### config.mk
export PLATFORM = sky130hd
export DESIGN_NAME = ex_div_unit_flat
export DESIGN_NICKNAME = d
export VERILOG_FILES = /design/src/rtl/ex_div_unit_if.sv /design/src/rtl/ex_div_unit.sv /design/src/flat_wrapper.sv
export SDC_FILE = /design/constraint.sdc
export NUM_CORES = 1
export LEC_CHECK = 0
export ABC_CLOCK_PERIOD_IN_PS = 6800
export BUFFER_PORTS_ARGS = -buffer_cell sky130_fd_sc_hd__buf_2
export CORE_AREA = 2 2 124 138
export DETAILED_ROUTE_END_ITERATION = 10
export DIE_AREA = 0 0 126 140
export PLACE_DENSITY = 0.86
export SETUP_SLACK_MARGIN = 0.15
export SYNTH_ARGS = -nofsm -noshare
export SYNTH_HDL_FRONTEND = slang
export SYNTH_SLANG_ARGS = --single-unit
export TNS_END_PERCENT = 20
### constraint.sdc
create_clock -name clk -period 6.8 [get_ports clk]
set_clock_uncertainty 0.15 [all_clocks]
set_input_delay 1.7 -clock clk [delete_from_list [all_inputs] [get_ports clk]]
set_output_delay 1.7 -clock clk [all_outputs]
set_load 0.01 [all_outputs]
### src/rtl/ex_div_unit_if.sv
// Handshake/operand bundle between the EX stage and the iterative divider.
// DIV_STATUS_EN adds the div_zero status output.
interface ex_div_unit_if #(
  parameter int XLEN = 32
);
  logic            start;
  logic [1:0]      op;
  logic [XLEN-1:0] data1;
  logic [XLEN-1:0] data2;
  logic            flush;
  logic            busy;
  logic            done;
  logic [XLEN-1:0] result;
`ifdef DIV_STATUS_EN
  logic            div_zero;

  modport master (
    output start, op, data1, data2, flush,
    input  busy, done, result, div_zero
  );
  modport slave (
    input  start, op, data1, data2, flush,
    output busy, done, result, div_zero
  );
`else
  modport master (
    output start, op, data1, data2, flush,
    input  busy, done, result
  );
  modport slave (
    input  start, op, data1, data2, flush,
    output busy, done, result
  );
`endif
endinterface

### src/rtl/ex_div_unit.sv
// Iterative radix-2 restoring divider for RV32M DIV/DIVU/REM/REMU.
// Optional macro DIV_STATUS_EN adds the div_zero status output.
module ex_div_unit #(
  parameter int XLEN  = 32,
  parameter int CNT_W = 6
) (
  input  logic          clk,
  input  logic          reset_n,
  ex_div_unit_if.slave  div_if
);

  typedef enum logic [1:0] {
    S_IDLE = 2'd0,
    S_CALC = 2'd1,
    S_FIN  = 2'd2
  } state_t;

  localparam logic [XLEN-1:0]  MIN_NEG  = {1'b1, {(XLEN-1){1'b0}}};
  localparam logic [CNT_W-1:0] LAST_CNT = CNT_W'(XLEN - 1);

  state_t          state_q, state_d;
  logic [CNT_W-1:0] cnt_q, cnt_d;
  logic [XLEN-1:0] quo_q, quo_d;
  logic [XLEN-1:0] rem_q, rem_d;
  logic [XLEN-1:0] dvs_q, dvs_d;
  logic [XLEN-1:0] result_q, result_d;
  logic            is_rem_q, is_rem_d;
  logic            neg_q, neg_d;
  logic            spec_q, spec_d;
  logic            busy_q, busy_d;
  logic            done_q, done_d;
`ifdef DIV_STATUS_EN
  logic            dz_q, dz_d;
`endif

  logic            signed_op;
  logic            a_neg, b_neg;
  logic [XLEN-1:0] a_mag, b_mag;
  logic            div_by_zero, overflow;
  logic [XLEN:0]   rem_sh, rem_diff;
  logic            fits;
  logic [XLEN-1:0] fin_val, fin_res;

  assign signed_op   = ~div_if.op[0];
  assign a_neg       = signed_op & div_if.data1[XLEN-1];
  assign b_neg       = signed_op & div_if.data2[XLEN-1];
  assign a_mag       = a_neg ? (~div_if.data1 + 1'b1) : div_if.data1;
  assign b_mag       = b_neg ? (~div_if.data2 + 1'b1) : div_if.data2;
  assign div_by_zero = (div_if.data2 == '0);
  assign overflow    = signed_op & (div_if.data1 == MIN_NEG) & (div_if.data2 == '1);

  // Borrow out of the (XLEN+1)-bit trial subtraction means rem_sh < divisor.
  assign rem_sh   = {rem_q, quo_q[XLEN-1]};
  assign rem_diff = rem_sh - {1'b0, dvs_q};
  assign fits     = ~rem_diff[XLEN];

  assign fin_val = is_rem_q ? rem_q : quo_q;
  assign fin_res = neg_q ? (~fin_val + 1'b1) : fin_val;

  always_comb begin
    state_d  = state_q;
    cnt_d    = cnt_q;
    quo_d    = quo_q;
    rem_d    = rem_q;
    dvs_d    = dvs_q;
    result_d = result_q;
    is_rem_d = is_rem_q;
    neg_d    = neg_q;
    spec_d   = spec_q;
    busy_d   = busy_q;
    done_d   = 1'b0;
`ifdef DIV_STATUS_EN
    dz_d     = 1'b0;
`endif
    case (state_q)
      S_IDLE: begin
        if (div_if.start && !div_if.flush) begin
          busy_d   = 1'b1;
          is_rem_d = div_if.op[1];
          dvs_d    = b_mag;
          cnt_d    = '0;
          // Special cases preload quo/rem with the final answer and skip CALC.
          if (div_by_zero) begin
            quo_d   = '1;
            rem_d   = div_if.data1;
            neg_d   = 1'b0;
            spec_d  = 1'b1;
            state_d = S_FIN;
          end else if (overflow) begin
            quo_d   = MIN_NEG;
            rem_d   = '0;
            neg_d   = 1'b0;
            spec_d  = 1'b1;
            state_d = S_FIN;
          end else begin
            quo_d   = a_mag;
            rem_d   = '0;
            neg_d   = div_if.op[1] ? a_neg : (a_neg ^ b_neg);
            spec_d  = 1'b0;
            state_d = S_CALC;
          end
        end
      end
      S_CALC: begin
        if (div_if.flush) begin
          busy_d  = 1'b0;
          state_d = S_IDLE;
        end else begin
          rem_d = fits ? rem_diff[XLEN-1:0] : rem_sh[XLEN-1:0];
          quo_d = {quo_q[XLEN-2:0], fits};
          cnt_d = cnt_q + 1'b1;
          if (cnt_q == LAST_CNT) state_d = S_FIN;
        end
      end
      S_FIN: begin
        if (div_if.flush) begin
          busy_d  = 1'b0;
          spec_d  = 1'b0;
          state_d = S_IDLE;
        end else if (spec_q) begin
          // Special results wait one extra cycle so DONE lands at N+2.
          spec_d = 1'b0;
        end else begin
          result_d = fin_res;
          done_d   = 1'b1;
          busy_d   = 1'b0;
          state_d  = S_IDLE;
`ifdef DIV_STATUS_EN
          dz_d     = (dvs_q == '0);
`endif
        end
      end
      default: begin
        busy_d  = 1'b0;
        state_d = S_IDLE;
      end
    endcase
  end

  always_ff @(posedge clk or negedge reset_n) begin
    if (!reset_n) begin
      state_q  <= S_IDLE;
      cnt_q    <= '0;
      quo_q    <= '0;
      rem_q    <= '0;
      dvs_q    <= '0;
      result_q <= '0;
      is_rem_q <= 1'b0;
      neg_q    <= 1'b0;
      spec_q   <= 1'b0;
      busy_q   <= 1'b0;
      done_q   <= 1'b0;
`ifdef DIV_STATUS_EN
      dz_q     <= 1'b0;
`endif
    end else begin
      state_q  <= state_d;
      cnt_q    <= cnt_d;
      quo_q    <= quo_d;
      rem_q    <= rem_d;
      dvs_q    <= dvs_d;
      result_q <= result_d;
      is_rem_q <= is_rem_d;
      neg_q    <= neg_d;
      spec_q   <= spec_d;
      busy_q   <= busy_d;
      done_q   <= done_d;
`ifdef DIV_STATUS_EN
      dz_q     <= dz_d;
`endif
    end
  end

  assign div_if.busy   = busy_q;
  assign div_if.done   = done_q;
  assign div_if.result = result_q;
`ifdef DIV_STATUS_EN
  assign div_if.div_zero = dz_q;
`endif

endmodule

### src/flat_wrapper.sv
// flat-port wrapper written by rule: the top's interface ports become plain ports
module ex_div_unit_flat 
#(
  parameter int XLEN  = 32,
  parameter int CNT_W = 6
)
  (clk, reset_n, div_if_start, div_if_op, div_if_data1, div_if_data2, div_if_flush, div_if_busy, div_if_done, div_if_result);
  ex_div_unit_if #(.XLEN(XLEN)) div_if_i ();
  input  logic clk;
  input  logic reset_n;
  input wire logic [$bits(div_if_i.start)-1:0] div_if_start;
  input wire logic [$bits(div_if_i.op)-1:0] div_if_op;
  input wire logic [$bits(div_if_i.data1)-1:0] div_if_data1;
  input wire logic [$bits(div_if_i.data2)-1:0] div_if_data2;
  input wire logic [$bits(div_if_i.flush)-1:0] div_if_flush;
  output wire logic [$bits(div_if_i.busy)-1:0] div_if_busy;
  output wire logic [$bits(div_if_i.done)-1:0] div_if_done;
  output wire logic [$bits(div_if_i.result)-1:0] div_if_result;
  assign div_if_i.start = div_if_start;
  assign div_if_i.op = div_if_op;
  assign div_if_i.data1 = div_if_data1;
  assign div_if_i.data2 = div_if_data2;
  assign div_if_i.flush = div_if_flush;
  assign div_if_busy = div_if_i.busy;
  assign div_if_done = div_if_i.done;
  assign div_if_result = div_if_i.result;
  ex_div_unit #(.XLEN(XLEN), .CNT_W(CNT_W)) u_core (.clk(clk), .reset_n(reset_n), .div_if(div_if_i));
endmodule
==> flow_metrics.py <==
metrics = {
    "detailed_routing": {
        "post_route_ant_nets": 0,
        "average_detailed_routed_wire_length_per_instance_um": 17.0,
        "routed_wl_mm": 27.2,
        "drtIter0Drc": 618,
        "vias": 9867,
        "highest_layer": "met4",
        "wl_met1_mm": 12.0,
        "detailroute.wirelength.met2_mm": 12.4,
        "detailroute.wirelength.met3_mm": 1.98,
        "first_pass_iters": 6,
        "drcViolationCount": 0,
        "viasPerCell": 6.19,
    },
    "cells_and_area": {
        "synthToLayoutAreaGrowth_pct": 10.8,
        "drive_gt1_frac": 0.124,
        "final_net_count": 1485,
        "insertedDiodeCount": 0,
        "nFillCells": 1356,
    },
    "power_and_ir_drop": {
        "power.ir.vdd_worst_v": 0.000233,
        "comb_power_share": 0.515,
        "switchingPower_w": 0.00204,
        "power_density_nw_per_um2": 391,
        "p_int_w": 0.00248,
        "sw_frac_of_total": 0.452,
        "portion_of_total_power_attributed_to_sequential_cells": 0.296,
        "p_clk_frac": 0.189,
        "power.leakage_nw": 5.04,
    },
    "die": {
        "io-pin-count": 104,
        "design.die.area_um2": 17600,
        "die-height_um": 140,
        "rows": 49,
        "start_util": 0.645,
        "die_w_um": 126,
        "core-area_um2": 16200,
    },
    "global_route": {
        "pin_count_of_the_biggest_net_entering_global_routing": 92,
        "track_usage": 0.312,
        "number_of_antenna_violations_at_the_first_check_in_global_routing": 1,
        "globalRouteOverflowTotal": 0,
        "vias_in_the_first_global_route": 9130,
        "grt_first_pass_wirelength_mm": 44.9,
    },
    "synthesis": {
        "mean_area_per_synthesized_cell_um2": 7.95,
        "synth_ff_type": "sky130_fd_sc_hd__dfrtp_1",
        "netlist_instances": 1313,
        "synth-edff-count": 0,
        "synth-seq-area-share": 0.338,
        "yosys_register_bits": 141,
        "synth_async_sr_flop_share": 1.00,
        "synth-warning-count": 0,
        "synthesis.area_um2": 10400,
        "syn-num-nets": 1421,
        "synthDistinctLibCells": 64,
    },
    "worst_setup_path": {
        "cp-end-kind": "flop",
        "timing.critical_path.required_ps": 6900,
        "start_kind": "primary input",
        "crit_chain": "buf_2 -> or4_1 -> nor4_1 -> nand4b_1 -> or2_1 -> nor4_4 -> nor2_1 -> a221oi_1 -> o21ai_0",
        "worstPathArrival_ps": 4760,
        "critical-path-slowest-cell": "sky130_fd_sc_hd__nor4_4",
        "worst_path_largest_cell_delay_ps": 660,
        "worst-path-max-fanout": 14,
        "path_class": "primary input to flop",
    },
    "cts": {
        "worst_setup_hold_path_clk_slew_ps": 60,
        "postCtsSetupBuffers": 0,
        "root_buffer": "sky130_fd_sc_hd__clkbuf_16",
        "cts_buffer_depth": 2,
        "hold_buffers": 0,
        "tritoncts_num_sinks": 141,
        "clock_insertion_delay_worst_skew_ps": 430,
        "cts-htree-levels": 4,
        "post_cts.resized_instances": 0,
        "cts_buffers": 17,
        "cts_tree": "yes",
    },
    "hold_path": {
        "hold_class": "flop to flop",
    },
    "job": {
        "maxCapViolCount": 0,
    },
    "timing": {
        "layout_worst_path_cycle_share": 0.685,
        "hold_viol_final": 0,
        "max-slew-margin-rel": 0.155,
        "setup_tns_ps": 0,
        "setup_repair_after_global_routing_missed_its_margin": "no",
        "worst_hold_slack_ps": 314,
        "timing.final.setup_violations": 0,
        "max_freq_mhz": 215,
        "final-max-slew-violation-count": 0,
        "max_slew.worst_pin.slew_ps": 1260,
        "finalWorstPathRequiredPeriod_ps": 4660,
    },
    "placed_design": {
        "dp_hpwl_mm": 20.5,
        "numPortBuffers": 103,
        "routabilityCongestion": 0.958,
    },
    "run_status": {
        "run_status": "finished, final reports clean",
    },
}
[worst max-delay path, delay by kind of cell]
| kind | cells | cell delay, ps |
|---|---|---|
| buf+inv | 1 | 130 |
| compound gates | 2 | 410 |
| simple gates | 6 | 2520 |
[worst paths after layout]
| kind | slack (ps) | cells after the start | end | from |
|---|---|---|---|---|
| max | 2140 | 9 | u_core.quo_q[25]$_DFFE_PN0P_ | div_if_data1[11] |
| min | 310 | 2 | u_core.div_if.result[10]$_DFFE_PN0P_ | u_core.div_if.result[10]$_DFFE_PN0P_ |
| max reg2reg | 2310 | 13 | u_core.rem_q[2]$_DFFE_PN0P_ | u_core.quo_q[31]$_DFFE_PN0P_ |
| min reg2reg | 310 | 2 | u_core.div_if.result[10]$_DFFE_PN0P_ | u_core.div_if.result[10]$_DFFE_PN0P_ |
| max in group asynchronous | 4150 | 2 | u_core.cnt_q[5]$_DFFE_PN0P_ | reset_n |
| min in group asynchronous | 1190 | 1 | u_core.div_if.result[3]$_DFFE_PN0P_ | reset_n |
[routing by layer]
metal / up-vias / track usage
li1: 4811 / -
met1: 4592 / 0.433
met2: 402 / 0.497
met3: 62 / 0.0420
met4: 0 / 0.127
met5: - / 0
[power by group through the flow]
stage | combinational (W) | sequential (W) | clock [W]
CTS | 0.00230 | 0.00132 | 0.000859
global placement | 0.00225 | 0.00132 | 0
finish | 0.00233 | 0.00134 | 0.000852
global route | 0.00261 | 0.00136 | 0.000900
floorplan | 0.00181 | 0.00122 | 0
detailed placement | 0.00228 | 0.00133 | 0
[final cells by class]
type / count / area, um^2 / share of cell area
clock buffers: 17 / 425 / 0.0368
clock inverters: 15 / 115 / 0.00996
inverters: 56 / 210 / 0.0182
multi-input cells: 1046 / 6410 / 0.555
flip-flops and latches: 141 / 3530 / 0.305
well taps: 204 / 255 / 0.0221
repair buffers: 115 / 612 / 0.0529
[placed cells by master (no fill, tap or decap), drive strengths merged, types with 4 or more instances in the layout]
cell      instances
a211oi            4
a21o              8
a21oi           132
a221oi            7
a31oi            34
and2              5
and3             14
buf             115
clkbuf           17
clkinv            4
clkinvlp          7
dfrtp           141
ha               37
inv              60
mux2              4
mux2i            35
nand2           148
nand2b           21
nand3            62
nand4            15
nor2            113
nor2b             6
nor3             27
nor3b             6
nor4              8
o211ai           17
o21a              5
o21ai           152
o22ai             8
o31ai            11
o41ai             7
or4               8
xnor2            74
xor2             48
[cell usage after synthesis, types with 6 or more instances]
cell	n	area share
sky130_fd_sc_hd__a221oi_1	7	0.0059
sky130_fd_sc_hd__nand2_1	147	0.053
sky130_fd_sc_hd__inv_1	56	0.020
sky130_fd_sc_hd__nor2_1	112	0.040
sky130_fd_sc_hd__mux2i_1	35	0.034
sky130_fd_sc_hd__dfrtp_1	141	0.34
sky130_fd_sc_hd__xor2_1	47	0.039
sky130_fd_sc_hd__o211ai_1	17	0.012
sky130_fd_sc_hd__nor2b_1	6	0.0036
sky130_fd_sc_hd__xnor2_1	74	0.062
sky130_fd_sc_hd__buf_2	9	0.0043
sky130_fd_sc_hd__nand4_1	15	0.0090
sky130_fd_sc_hd__nand2b_1	21	0.013
sky130_fd_sc_hd__o31ai_1	11	0.0079
sky130_fd_sc_hd__buf_1	7	0.0025
sky130_fd_sc_hd__ha_1	37	0.044
sky130_fd_sc_hd__nand3_1	62	0.030
sky130_fd_sc_hd__clkbuf_1	50	0.018
sky130_fd_sc_hd__a21oi_1	132	0.063
sky130_fd_sc_hd__and3_1	13	0.0078
sky130_fd_sc_hd__o41ai_1	7	0.0059
sky130_fd_sc_hd__nor3_1	27	0.013
sky130_fd_sc_hd__o21ai_0	148	0.071
sky130_fd_sc_hd__o22ai_1	8	0.0048
sky130_fd_sc_hd__a21o_1	8	0.0058
sky130_fd_sc_hd__a31oi_1	34	0.020
[flip-flops by register name, summed over array words and instances (netlist names)]
signal / flops
u_core.state_q: 2
u_core.div_if.busy: 1
u_core.is_rem_q: 1
u_core.rem_q: 32
u_core.spec_q: 1
u_core.quo_q: 32
u_core.div_if.done: 1
u_core.div_if.result: 32
u_core.dvs_q: 32
u_core.cnt_q: 6
u_core.neg_q: 1
[cells by family after synthesis]
logic type                 after synthesis  synth area share
muxes                                   39            0.0379
AOI/OAI and AO/OA                      406             0.224
adders and majority gates               38            0.0463
buffers and inverters                  126            0.0503
xor gates and xnor gates               122             0.103
and+or+nand+nor                        441             0.201
DFF                                    141             0.338
[metrics by stage]
step / worst slack [ps] / utilization / total power [W] / instance area (um^2) / instances
final: 2140 / 0.714 / 0.00452 / 11600 / 1594
after global routing: 1840 / 0.714 / 0.00487 / 11600 / 1594
after CTS: 2180 / 0.714 / 0.00448 / 11600 / 1594
after detailed placement: 1720 / 0.681 / 0.00362 / 11000 / 1562
after global placement: 1880 / 0.681 / 0.00356 / 11000 / 1562
after floorplan: 2630 / - / 0.00304 / 10400 / 1313
(Power assumes the default switching activity.)
